--- src/rtl/uart_pkg.sv ---
// Shared UART definitions: frame geometry, state encoding and the parity helper
// used by both the transmit framer and the receiver state machine.
package uart_pkg;

  localparam int unsigned FRAME_BITS = 11;
  localparam int unsigned DATA_BITS  = 8;
  localparam int unsigned CNT_BITS   = $clog2(DATA_BITS);

  typedef enum logic [2:0] {
    ST_IDLE   = 3'd0,
    ST_START  = 3'd1,
    ST_DATA   = 3'd2,
    ST_PARITY = 3'd3,
    ST_STOP   = 3'd4
  } uart_state_t;

  function automatic logic parity_of(input logic [DATA_BITS-1:0] data, input logic odd);
    return (^data) ^ odd;
  endfunction

endpackage

--- src/rtl/uart_tx_framer_buf.sv ---
// One-entry holding buffer in front of the framer; parity is computed on accept
// so the framer never needs the raw byte and the parity at the same time.
module uart_tx_framer_buf
  import uart_pkg::*;
#(
  parameter bit PARITY_ODD = 1'b0
) (
  input  logic                 clk,
  input  logic                 reset,
  input  logic [DATA_BITS-1:0] Din,
  input  logic                 Din_valid,
  input  logic                 take,
  output logic                 Din_ready,
  output logic                 full,
  output logic [DATA_BITS-1:0] data,
  output logic                 par
);

  assign Din_ready = !full;

  // take only happens while full, so it can never collide with a handshake
  always_ff @(posedge clk or posedge reset) begin
    if (reset) begin
      full <= 1'b0;
      data <= '0;
      par  <= 1'b0;
    end else if (take) begin
      full <= 1'b0;
    end else if (Din_valid && !full) begin
      full <= 1'b1;
      data <= Din;
      par  <= parity_of(Din, PARITY_ODD);
    end
  end

endmodule

--- src/rtl/uart_tx_framer.sv ---
// UART transmit framer: start, 8 data bits LSB first, parity, stop, paced by
// an external baud enable, with a one-byte holding buffer for back-to-back frames.
module uart_tx_framer
  import uart_pkg::*;
#(
  parameter bit PARITY_ODD = 1'b0
) (
  input  logic                 clk,
  input  logic                 reset,
  input  logic                 ena,
  input  logic [DATA_BITS-1:0] Din,
  input  logic                 Din_valid,
  output logic                 Din_ready,
  input  logic                 Mreset,
  output logic                 Tx_out,
  output logic                 busy,
  output logic                 done
);

  uart_state_t          state, state_n;
  logic [CNT_BITS-1:0]  cnt, cnt_n;
  logic [DATA_BITS-1:0] shreg, shreg_n;
  logic                 par, par_n;
  logic                 tx_n, done_n;
  logic                 take;
  logic                 buf_full, buf_par;
  logic [DATA_BITS-1:0] buf_data;

  uart_tx_framer_buf #(
    .PARITY_ODD(PARITY_ODD)
  ) u_buf (
    .clk      (clk),
    .reset    (reset),
    .Din      (Din),
    .Din_valid(Din_valid),
    .take     (take),
    .Din_ready(Din_ready),
    .full     (buf_full),
    .data     (buf_data),
    .par      (buf_par)
  );

  assign busy = (state != ST_IDLE);

  always_comb begin
    state_n = state;
    cnt_n   = cnt;
    shreg_n = shreg;
    par_n   = par;
    tx_n    = Tx_out;
    done_n  = 1'b0;
    take    = 1'b0;
    // Abort ignores ena and is a no-op in IDLE so it cannot block a pending start
    if (Mreset && state != ST_IDLE) begin
      state_n = ST_IDLE;
      tx_n    = 1'b1;
    end else if (ena) begin
      unique case (state)
        ST_IDLE: begin
          if (buf_full) begin
            take    = 1'b1;
            state_n = ST_START;
            shreg_n = buf_data;
            par_n   = buf_par;
            tx_n    = 1'b0;
          end
        end
        ST_START: begin
          state_n = ST_DATA;
          cnt_n   = '0;
          tx_n    = shreg[0];
        end
        ST_DATA: begin
          if (cnt == CNT_BITS'(DATA_BITS - 1)) begin
            state_n = ST_PARITY;
            cnt_n   = '0;
            tx_n    = par;
          end else begin
            cnt_n   = cnt + CNT_BITS'(1);
            shreg_n = {1'b0, shreg[DATA_BITS-1:1]};
            tx_n    = shreg[1];
          end
        end
        ST_PARITY: begin
          state_n = ST_STOP;
          tx_n    = 1'b1;
        end
        ST_STOP: begin
          done_n = 1'b1;
          if (buf_full) begin
            take    = 1'b1;
            state_n = ST_START;
            shreg_n = buf_data;
            par_n   = buf_par;
            tx_n    = 1'b0;
          end else begin
            state_n = ST_IDLE;
            tx_n    = 1'b1;
          end
        end
        default: begin
          state_n = ST_IDLE;
          tx_n    = 1'b1;
        end
      endcase
    end
  end

  always_ff @(posedge clk or posedge reset) begin
    if (reset) begin
      state  <= ST_IDLE;
      cnt    <= '0;
      shreg  <= '0;
      par    <= 1'b0;
      Tx_out <= 1'b1;
      done   <= 1'b0;
    end else begin
      state  <= state_n;
      cnt    <= cnt_n;
      shreg  <= shreg_n;
      par    <= par_n;
      Tx_out <= tx_n;
      done   <= done_n;
    end
  end

endmodule

--- config.mk ---
export PLATFORM = sky130hd
export DESIGN_NAME = uart_tx_framer
export DESIGN_NICKNAME = d
export VERILOG_FILES = /design/src/rtl/uart_pkg.sv /design/src/rtl/uart_tx_framer_buf.sv /design/src/rtl/uart_tx_framer.sv
export SDC_FILE = /design/constraint.sdc
export NUM_CORES = 1
export LEC_CHECK = 0
export ABC_AREA = 1
export BUFFER_PORTS_ARGS = -buffer_cell sky130_fd_sc_hd__buf_4
export CAP_MARGIN = 15
export CORE_ASPECT_RATIO = 2
export CORE_MARGIN = 2
export CORE_UTILIZATION = 52
export CTS_CLUSTER_DIAMETER = 120
export DETAILED_ROUTE_END_ITERATION = 8
export GPL_TIMING_DRIVEN = 0
export HOLD_SLACK_MARGIN = 0.08
export PLACE_DENSITY = 0.75
export SYNTH_ARGS = -nofsm -noshare
export SYNTH_HDL_FRONTEND = slang
export SYNTH_HIERARCHICAL = 1
export SYNTH_SLANG_ARGS = --single-unit
--- constraint.sdc ---
create_clock -name clk -period 1.5 [get_ports clk]
set_clock_uncertainty 0.05 [all_clocks]
set_input_delay 0 -clock clk [delete_from_list [all_inputs] [get_ports clk]]
set_output_delay 0 -clock clk [all_outputs]
set_load 0.005 [all_outputs]
After elaboration in Yosys (flattened, before gate mapping)
Cells that the tools add are included.
- bits in registers: 27
- bits of input ports: 13
- output and inout bits: 4
- word-level logic and storage cells: 64
- add/sub/neg operators: 1
- equal/unequal tests: 9
- mux-type cells: 26
- bitwise logic cells: 2
- reductions and logical operators: 17
- operators with widths (kind ; count):
    two-way mux 8 bit ; 2
    one-hot mux 8 bit (2 select lines) ; 1
    two-way mux 1 bit ; 15
    two-way mux 3 bit ; 5
    one-hot mux 3 bit (5 select lines) ; 1
    nonzero test 2 bit ; 4
    parity 8 bit ; 1
    == test 3 x 2 -> 1 bit, second input constant ; 2
    == test 3 bit, second input constant ; 2
    one-hot mux 3 bit (2 select lines) ; 1
    AND reduction 3 bit ; 2
    AND reduction 5 bit ; 1
    one-hot mux 1 bit (4 select lines) ; 1
    AND reduction 2 bit ; 2
    AND reduction 4 bit ; 1
    adder 3 x 1 -> 3 bit, second input constant ; 1
    == test 3 x 1 -> 1 bit, second input constant ; 1
    zero test 3 bit ; 1
    inequality test 3 x 2 -> 1 bit, second input constant ; 1
    inequality test 3 bit, second input constant ; 1
    nonzero test 3 bit ; 1
    logical AND 1 bit ; 2
    inequality test 2 x 1 -> 1 bit, second input constant ; 1
    inequality test 2 bit, second input constant ; 1
    other kinds (3) ; 4

Longest topological paths before layout
Gate-level depths: netlist of run 1.
- depth in word-level cells: 7
- depth in mapped cells: 10
- gate-level depth less buffers: 9

Cells and area by module
Netlist of run 1, hierarchy kept.
- by module, submodules not included (module ; instances ; cells an instance ; area an instance (µm²) ; sequential area each (µm²)):
    uart_tx_framer ; 1 ; 140 ; 999.7 ; 426.7
    uart_tx_framer_buf ; 1 ; 80 ; 576.8 ; 250.2

Worst setup path after synthesis of run 1
OpenSTA, ideal clock, no wires.
- kind: register -> register
- start: register state[1]
- end: register u_buf.par
- setup time: 0.065 ns
- arrival time: 1.443 ns
- data required time: 1.385 ns
- setup slack: -0.058 ns
- stages on the path, launching flop included: 10
- buffers on the path: 2
- period minus slack after synthesis: 1.558 ns
- cells stage by stage: dfrtp_1 -> nor2_4 -> buf_2 -> nand4_1 -> inv_1 -> nor3_2 -> inv_2 -> buf_6 -> nand2_1 -> nand2_1
- cells in the longest elaborated chain, start to end: 7
- elaborated cells between the ends (all ways): 10
- those cells by class: eq/ne: 1; mux: 3; bitwise: 1; reduce/logical: 5
- ends and longest elaborated chain (item ; RTL line ; source):
    from (decl) ; uart_tx_framer.sv:20 ; uart_state_t state, state_n;
    from (signal assigned) ; uart_tx_framer.sv:118 ; state <= state_n;
    == test 3 bit / zero test 3 bit (equally long branches) ; uart_tx_framer.sv:58 ; unique case (state)
    OR reduction 2 bit (no line) ; n/a ;
    two-way mux 1 bit ; n/a ;
    two-way mux 1 bit ; uart_tx_framer.sv:57 ; end else if (ena) begin
    two-way mux 1 bit (*) ; uart_tx_framer.sv:54 ; if (Mreset && state != ST_IDLE) begin
    named net take ; uart_tx_framer.sv:25 ; logic take;
    inverter 1 bit (no line) (*) ; n/a ;
    AND reduction 2 bit (no line) (*) ; n/a ;
    to (signal assigned) ; uart_tx_framer_buf.sv:32 ; par <= parity_of(Din, PARITY_ODD);
    to (decl) ; uart_tx_framer_buf.sv:16 ; output logic par
The timed path passes the listed nets; every way through them passes the cells marked *.
A chain may end at the register's enable or synchronous reset.

Worst setup path after layout of run 1
- start: register state[0]
- end: register u_buf.data[7]
- cells in the longest elaborated chain, start to end: 7
- elaborated cells between the ends (all ways): 10
- those cells by class: eq/ne: 1; mux: 3; bitwise: 1; reduce/logical: 5
- ends and longest elaborated chain (item ; RTL line ; source):
    == test 3 bit / zero test 3 bit (equally long branches) ; uart_tx_framer.sv:58 ;
    OR reduction 2 bit (no line) ; n/a ;
    two-way mux 1 bit ; n/a ;
    two-way mux 1 bit ; uart_tx_framer.sv:57 ;
    two-way mux 1 bit (*) ; uart_tx_framer.sv:54 ;
    named net take ; uart_tx_framer.sv:25 ;
    inverter 1 bit (no line) (*) ; n/a ;
    AND reduction 2 bit (no line) (*) ; n/a ;
    to (signal assigned) ; uart_tx_framer_buf.sv:31 ; data <= Din;
    to (decl) ; uart_tx_framer_buf.sv:15 ; output logic [DATA_BITS-1:0] data,
Marks and branches as above.

==> results of run 1 <==
==> sequential cells by signal, summed over array words and instances (netlist names) <==
register	flops
Tx_out	1
cnt	3
done	1
par	1
shreg	8
state	3
u_buf/data	8
u_buf/full	1
u_buf/par	1
==> layer usage <==
metal / track usage [%] / share of wire, % / up-vias / wire [um]
li1: - / - / 769 / -
met1: 21.4 / 37 / 665 / 1340
met2: 43.6 / 60 / 24 / 2140
met3: 1.98 / 1.8 / 4 / 65
met4: 7.88 / 1.1 / 0 / 38
met5: 0 / 0 / - / 0
==> power groups by stage <==
stage / sequential [mW] / combinational, mW / clock (mW)
global route: 1.26 / 2.02 / 0.444
finish: 1.22 / 1.81 / 0.415
floorplan: 1.19 / 1.10 / 0
global placement: 1.23 / 1.38 / 0
CTS: 1.20 / 1.60 / 0.418
detailed placement: 1.24 / 1.41 / 0
==> cell families after synthesis <==
kind of cell | Yosys count
AO/OA/AOI/OAI | 18
flip-flops | 27
AND/OR/NAND/NOR | 145
buffers and inverters | 27
adder cells (fa/ha/maj) | 2
XOR/XNOR | 1
==> timing repair <==
| action | in CTS | in global routing |
|---|---|---|
| setup buffers | 6 | 8 |
| endpoints found under the setup margin | 20 | 22 |
| hold buffers | 12 | 0 |
| gates cloned | 0 | 1 |
| endpoints found under the hold margin | 41 | 0 |
| resized for setup | 7 | 11 |
| pin swaps | 1 | 4 |
==> cell type report <==
class                           instances  area, sq um
Clock buffer                            4         45.0
Inverter                               25         96.3
Sequential cell                        27          681
Fill cell                             229          801
Timing Repair Buffer                   43          383
Buffer                                  2         26.3
Multi-Input combinational cell        166          838
Tap cell                               30         37.5
==> worst max-delay path, stage by stage, from the launching register on <==
cell	delay [ns]
dfrtp_2	0.44
nor2_4	0.16
nand2_2	0.10
nand2_4	0.10
nand4_1	0.14
inv_2	0.12
nor3_4	0.05
inv_2	0.13
clkbuf_16	0.17
o21ai_2	0.05
==> Yosys cell counts, types with 2 or more instances <==
library cell	instances	share of area, %
a21oi_1	2	0.63
dfrtp_1	26	41
ha_1	2	1.6
inv_1	21	5.0
inv_2	3	0.71
nand2_1	111	26
nand2_2	6	2.4
nand2_4	2	1.4
nand3_1	11	3.5
nand4_1	2	0.79
nor2_1	7	1.7
o21ai_0	6	1.9
o21ai_2	8	4.4
==> stage by stage <==
stage	instance area [sq um]	hold WS [ns]	TNS [ns]	total power, mW
floorplan	1580	-0.210	-0.136	2.29
global placement	1740	-0.0449	-3.13	2.62
detailed placement	1740	-0.0393	-3.29	2.65
CTS	1980	0.225	-0.962	3.22
global route	2110	0.250	-3.19	3.72
finish	2110	0.213	-0.846	3.45
==> final timing paths <==
kind / from / end / slack (ns)
setup / recovery: state[0] / u_buf/data[7] / -0.11
hold / removal: reset / u_buf/full / 0.21
setup reg to reg: state[0] / u_buf/data[7] / -0.11
hold reg to reg: shreg[7] / shreg[7] / 0.43
max in group asynchronous: reset / state[0] / 0.59
min in group clk: shreg[7] / shreg[7] / 0.43
==> impl_metrics.json, run 1 <==
{
  "vias": 1462,
  "peakVddDrop_mv": 0.912,
  "synthCells": 220,
  "clock_latency_ns": 0.27,
  "yosys_warnings": 6,
  "synth-edff-count": 0,
  "violations": "setup timing",
  "cts_root_buffer": "clkbuf_8",
  "pin_count": 17,
  "pwr_density_cell_mw_per_mm2": 1640,
  "dp_cells": 266,
  "gp_congestion": 0.873,
  "wl_per_cell_um": 12.0,
  "htree_levels": 1,
  "final_max_slew_viol_count": 0,
  "fin_cells": 297,
  "p_int_mw": 2.01,
  "die_w_um": 42.9,
  "port-buffer-count": 16,
  "viasPerCell": 4.92,
  "fin_crit_ns": 1.61,
  "fin_nets": 283,
  "seq_power_share_pct": 35.4,
  "syn-cell-area_sq_mm": 0.00158,
  "hpwl_mm": 2.48,
  "ys_ff_latch": 27,
  "clk_path_buf_depth": 2,
  "grt_antenna_before_repair": 0,
  "max_freq_mhz": 621,
  "netlist-cell-type-count": 26,
  "core_region_area_sq_mm": 0.00291,
  "grt_pass1_vias": 1408,
  "drtAntennaViolNets": 0,
  "rsz0062_at_grt": "true",
  "fin_util_pct": 72.5,
  "slew_headroom_pct": 55.9,
  "wirelength_mm": 3.58,
  "fp.dieArea_sq_mm": 0.00352,
  "num_rows": 28,
  "path_max_fanout": 5,
  "grt_use_total_pct": 21.4,
  "swShare_pct": 41.8,
  "synth_top_flop_cell": "dfrtp_1",
  "pre_cts_slack_ns": -0.246,
  "chipHeight_um": 81.9,
  "p_switching_mw": 1.44,
  "layout_common_cells": "nand2_1, buf_4, dfrtp_1",
  "cts_sinks": 27,
  "min_period_over_period_pct": 107,
  "yosys.area_share.simple_pct": 39.4,
  "first_pass_iters": 4,
  "synthToLayoutAreaGrowth_pct": 33.7,
  "worstSetupEndpointType": "register",
  "cp-start-kind": "register",
  "p_comb_share_pct": 52.6,
  "synth_compound_area_share_pct": 8.33,
  "clockPowerShare_pct": 12.0,
  "ys_seq_area_share_pct": 42.9,
  "async_reset_ff_share_pct": 100,
  "postSynthAreaPerCell_sq_um": 7.17,
  "drcViolationCount": 0,
  "synth_top_family_by_area": "simple AND/OR/NAND/NOR gates",
  "post_route_cells_drive_above_1_share_pct": 28.5,
  "clkTransAtPathRegs_ns": 0.10,
  "cap_violations": 0,
  "critical_path_class": "register to register",
  "required_ns": 1.61,
  "hp-class": "input port to async pin",
  "layout_setup_ws_ns": -0.109,
  "cp.arrival_ns": 1.72,
  "tritoncts": "done",
  "grt_first_pass_wirelength_mm": 5.80,
  "synth_nets": 235,
  "synthAdderAreaFrac_pct": 1.59,
  "final_common_cell": "nand2_1",
  "cts_inserted_buffers": 3,
  "initial_core_util_pct": 54.2,
  "yosys.area_share.xor_xnor_pct": 0.556,
  "r2r_cells": 9,
  "finalHoldViolations": 0,
  "outcome": "finished with violations",
  "grt_overflow_total": 0,
  "yosys-mux-area-fraction_pct": 0,
  "p_leak_nw": 1.16,
  "grt_max_degree": 18,
  "setup_viol": 9,
  "worst_pin_slew_ns": 0.660,
  "n_antenna_cell": 0,
  "drtIter0Drc": 29
}
Power figures use the tool's default switching activity.
==> inputs of run 2 (changes only) <==
--- a/config.mk
+++ b/config.mk
@@ -10,7 +10,7 @@
 export CAP_MARGIN = 15
 export CORE_ASPECT_RATIO = 2
 export CORE_MARGIN = 2
-export CORE_UTILIZATION = 52
+export CORE_UTILIZATION = 55
 export CTS_CLUSTER_DIAMETER = 120
 export DETAILED_ROUTE_END_ITERATION = 8
 export GPL_TIMING_DRIVEN = 0
==> constraint.sdc (replaced) <==
create_clock -name clk -period 1.95 [get_ports clk]
set_clock_uncertainty 0.05 [all_clocks]
set_input_delay 0 -clock clk [delete_from_list [all_inputs] [get_ports clk]]
set_output_delay 0 -clock clk [all_outputs]
set_load 0.005 [all_outputs]
==> run 2 against run 1 <==
- the run now ends clean
- sequential power is 22% lower
- final area is 9.2% lower
- flip-flop and latch count stayed put
- combinational power is 40% lower
- power is 32% lower
- clock-buffer cell count stayed put
- worst setup slack better by 0.30 ns
- critical path type unchanged
- critical endpoint is now u_buf/par
- highest routed layer unchanged
==> impl_metrics.json, run 2 (synthesized netlist as in run 1, its figures left out) <==
{
  "outcome": "finished clean",
  "drtAntennaViolNets": 0,
  "layout_common_cells": "nand2_1, dfrtp_1, inv_1",
  "num_rows": 27,
  "fin_crit_ns": 1.76,
  "core_region_area_sq_mm": 0.00274,
  "required_ns": 2.12,
  "max_freq_mhz": 568,
  "dp_cells": 265,
  "hp-class": "input port to async pin",
  "pre_cts_slack_ns": 0.139,
  "tritoncts": "done",
  "timing.rr.start": "state[1]",
  "cts_root_buffer": "clkbuf_8",
  "whs_ns": 0.212,
  "cp.arrival_ns": 1.93,
  "p_total_mw": 2.35,
  "finalHoldViolations": 0,
  "cap_violations": 0,
  "layout_setup_ws_ns": 0.190,
  "cp_slowest_stage_delay_ns": 0.47,
  "rsz0062_at_grt": "false",
  "gp_congestion": 0.902,
  "drtIter0Drc": 28,
  "worst_pin_slew_ns": 0.649,
  "grt_use_total_pct": 23.4,
  "synthToLayoutAreaGrowth_pct": 21.3,
  "cts_sinks": 27,
  "cts_inserted_buffers": 3,
  "pin_count": 17,
  "grt_overflow_total": 0,
  "final_max_slew_viol_count": 0,
  "worstSetupEndpointType": "register",
  "path_max_fanout": 10,
  "crit_slowest_cell": "dfrtp_2",
  "p_switching_mw": 1.00,
  "critical_path_class": "register to register",
  "fin_area_sq_mm": 0.00191,
  "cts_setup_buffers": 0,
  "grt_pass1_vias": 1502,
  "r2r_cells": 9,
  "slew_headroom_pct": 56.7,
  "tns_ns": 0,
  "clockPowerShare_pct": 13.2,
  "pwr_density_cell_mw_per_mm2": 1230,
  "crit_path_frequent_cell": "nand2_1",
  "wl_per_cell_um": 11.7,
  "post_route_cells_drive_above_1_share_pct": 19.4,
  "setup_viol": 0,
  "p_leak_nw": 1.08,
  "p_comb_share_pct": 46.5,
  "viasPerCell": 5.08,
  "fin_util_pct": 69.9,
  "clkTransAtPathRegs_ns": 0.09,
  "n_antenna_cell": 0,
  "htree_levels": 1,
  "clock_latency_ns": 0.27,
  "port-buffer-count": 16,
  "fin_cells": 282,
  "regToRegSetupSlack_ns": 0.19,
  "fin_nets": 269,
  "seq_power_share_pct": 40.3,
  "drcViolationCount": 0,
  "grt_first_pass_wirelength_mm": 5.95,
  "seq_area_sq_um": 679,
  "cp-start-kind": "register",
  "hpwl_mm": 2.41,
  "multi_input_area_sq_um": 787,
  "path_cells": "nor2_4 > buf_4 > nand4_1 > inv_1 > nor3_2 > inv_2 > buf_6 > nand2_1 > nand2_1",
  "nFillCells": 234,
  "initial_core_util_pct": 57.6,
  "grt_max_degree": 18,
  "peakVddDrop_mv": 0.680,
  "min_period_over_period_pct": 90.3,
  "top_regs": "shreg: 8 flops, u_buf/data: 8 flops",
  "swShare_pct": 42.6,
  "clk_path_buf_depth": 2,
  "chipHeight_um": 79.7,
  "wirelength_mm": 3.29,
  "grt_antenna_before_repair": 0,
  "final_common_cell": "nand2_1",
  "first_pass_iters": 4,
  "die_w_um": 41.9,
  "r2r_end": "u_buf/par",
  "placed_cell_area_sq_mm": 0.00173,
  "p_int_mw": 1.35,
  "vias": 1432,
  "fp.dieArea_sq_mm": 0.00334
}
-- run 2: timing repair --
item                                    4_1_cts  5_1_grt
hold endpoints to repair                     43        0
hold buffers                                 13        0
resized for setup                             0        4
endpoints found under the setup margin        0        9
-- run 2: layout make-up --
type / instances / share of cell area [%]
multi-input combinational: 166 / 41.1
sequential: 27 / 35.5
timing repair buffer: 29 / 13.1
inverter: 25 / 5.04
clock buffer: 4 / 2.35
tap: 29 / 1.90
buffer: 2 / 0.981
-- run 2: power groups by stage --
stage,logic (mW),registers [mW],clock network (mW)
CTS,1.10,0.945,0.322
global route,1.27,0.982,0.341
global placement,1.06,0.952,0
finish,1.09,0.948,0.311
floorplan,0.837,0.909,0
detailed placement,1.07,0.954,0
-- run 2: worst max-delay path by stage --
stage | start | endpoint | depth (start not counted)
finish | state[1] | u_buf/par | 9
global placement | state[0] | u_buf/par | 9
global route | state[2] | u_buf/par | 10
CTS | state[0] | u_buf/par | 9
floorplan | state[1] | u_buf/par | 9
detailed placement | state[0] | u_buf/par | 9
-- run 2: worst max-delay path: cells and delay by family (launching register included) --
kind          cells  cell delay, ns
flops             1            0.47
buf+inv           4            0.64
simple gates      5            0.53
-- run 2: layer usage --
metal | track usage (%) | part of all wire, % | vias to the layer above
li1 | - | - | 741
met1 | 22.2 | 35 | 654
met2 | 47.3 | 60 | 29
met3 | 1.36 | 1.8 | 8
met4 | 11.9 | 2.6 | 0
met5 | 0 | 0 | -
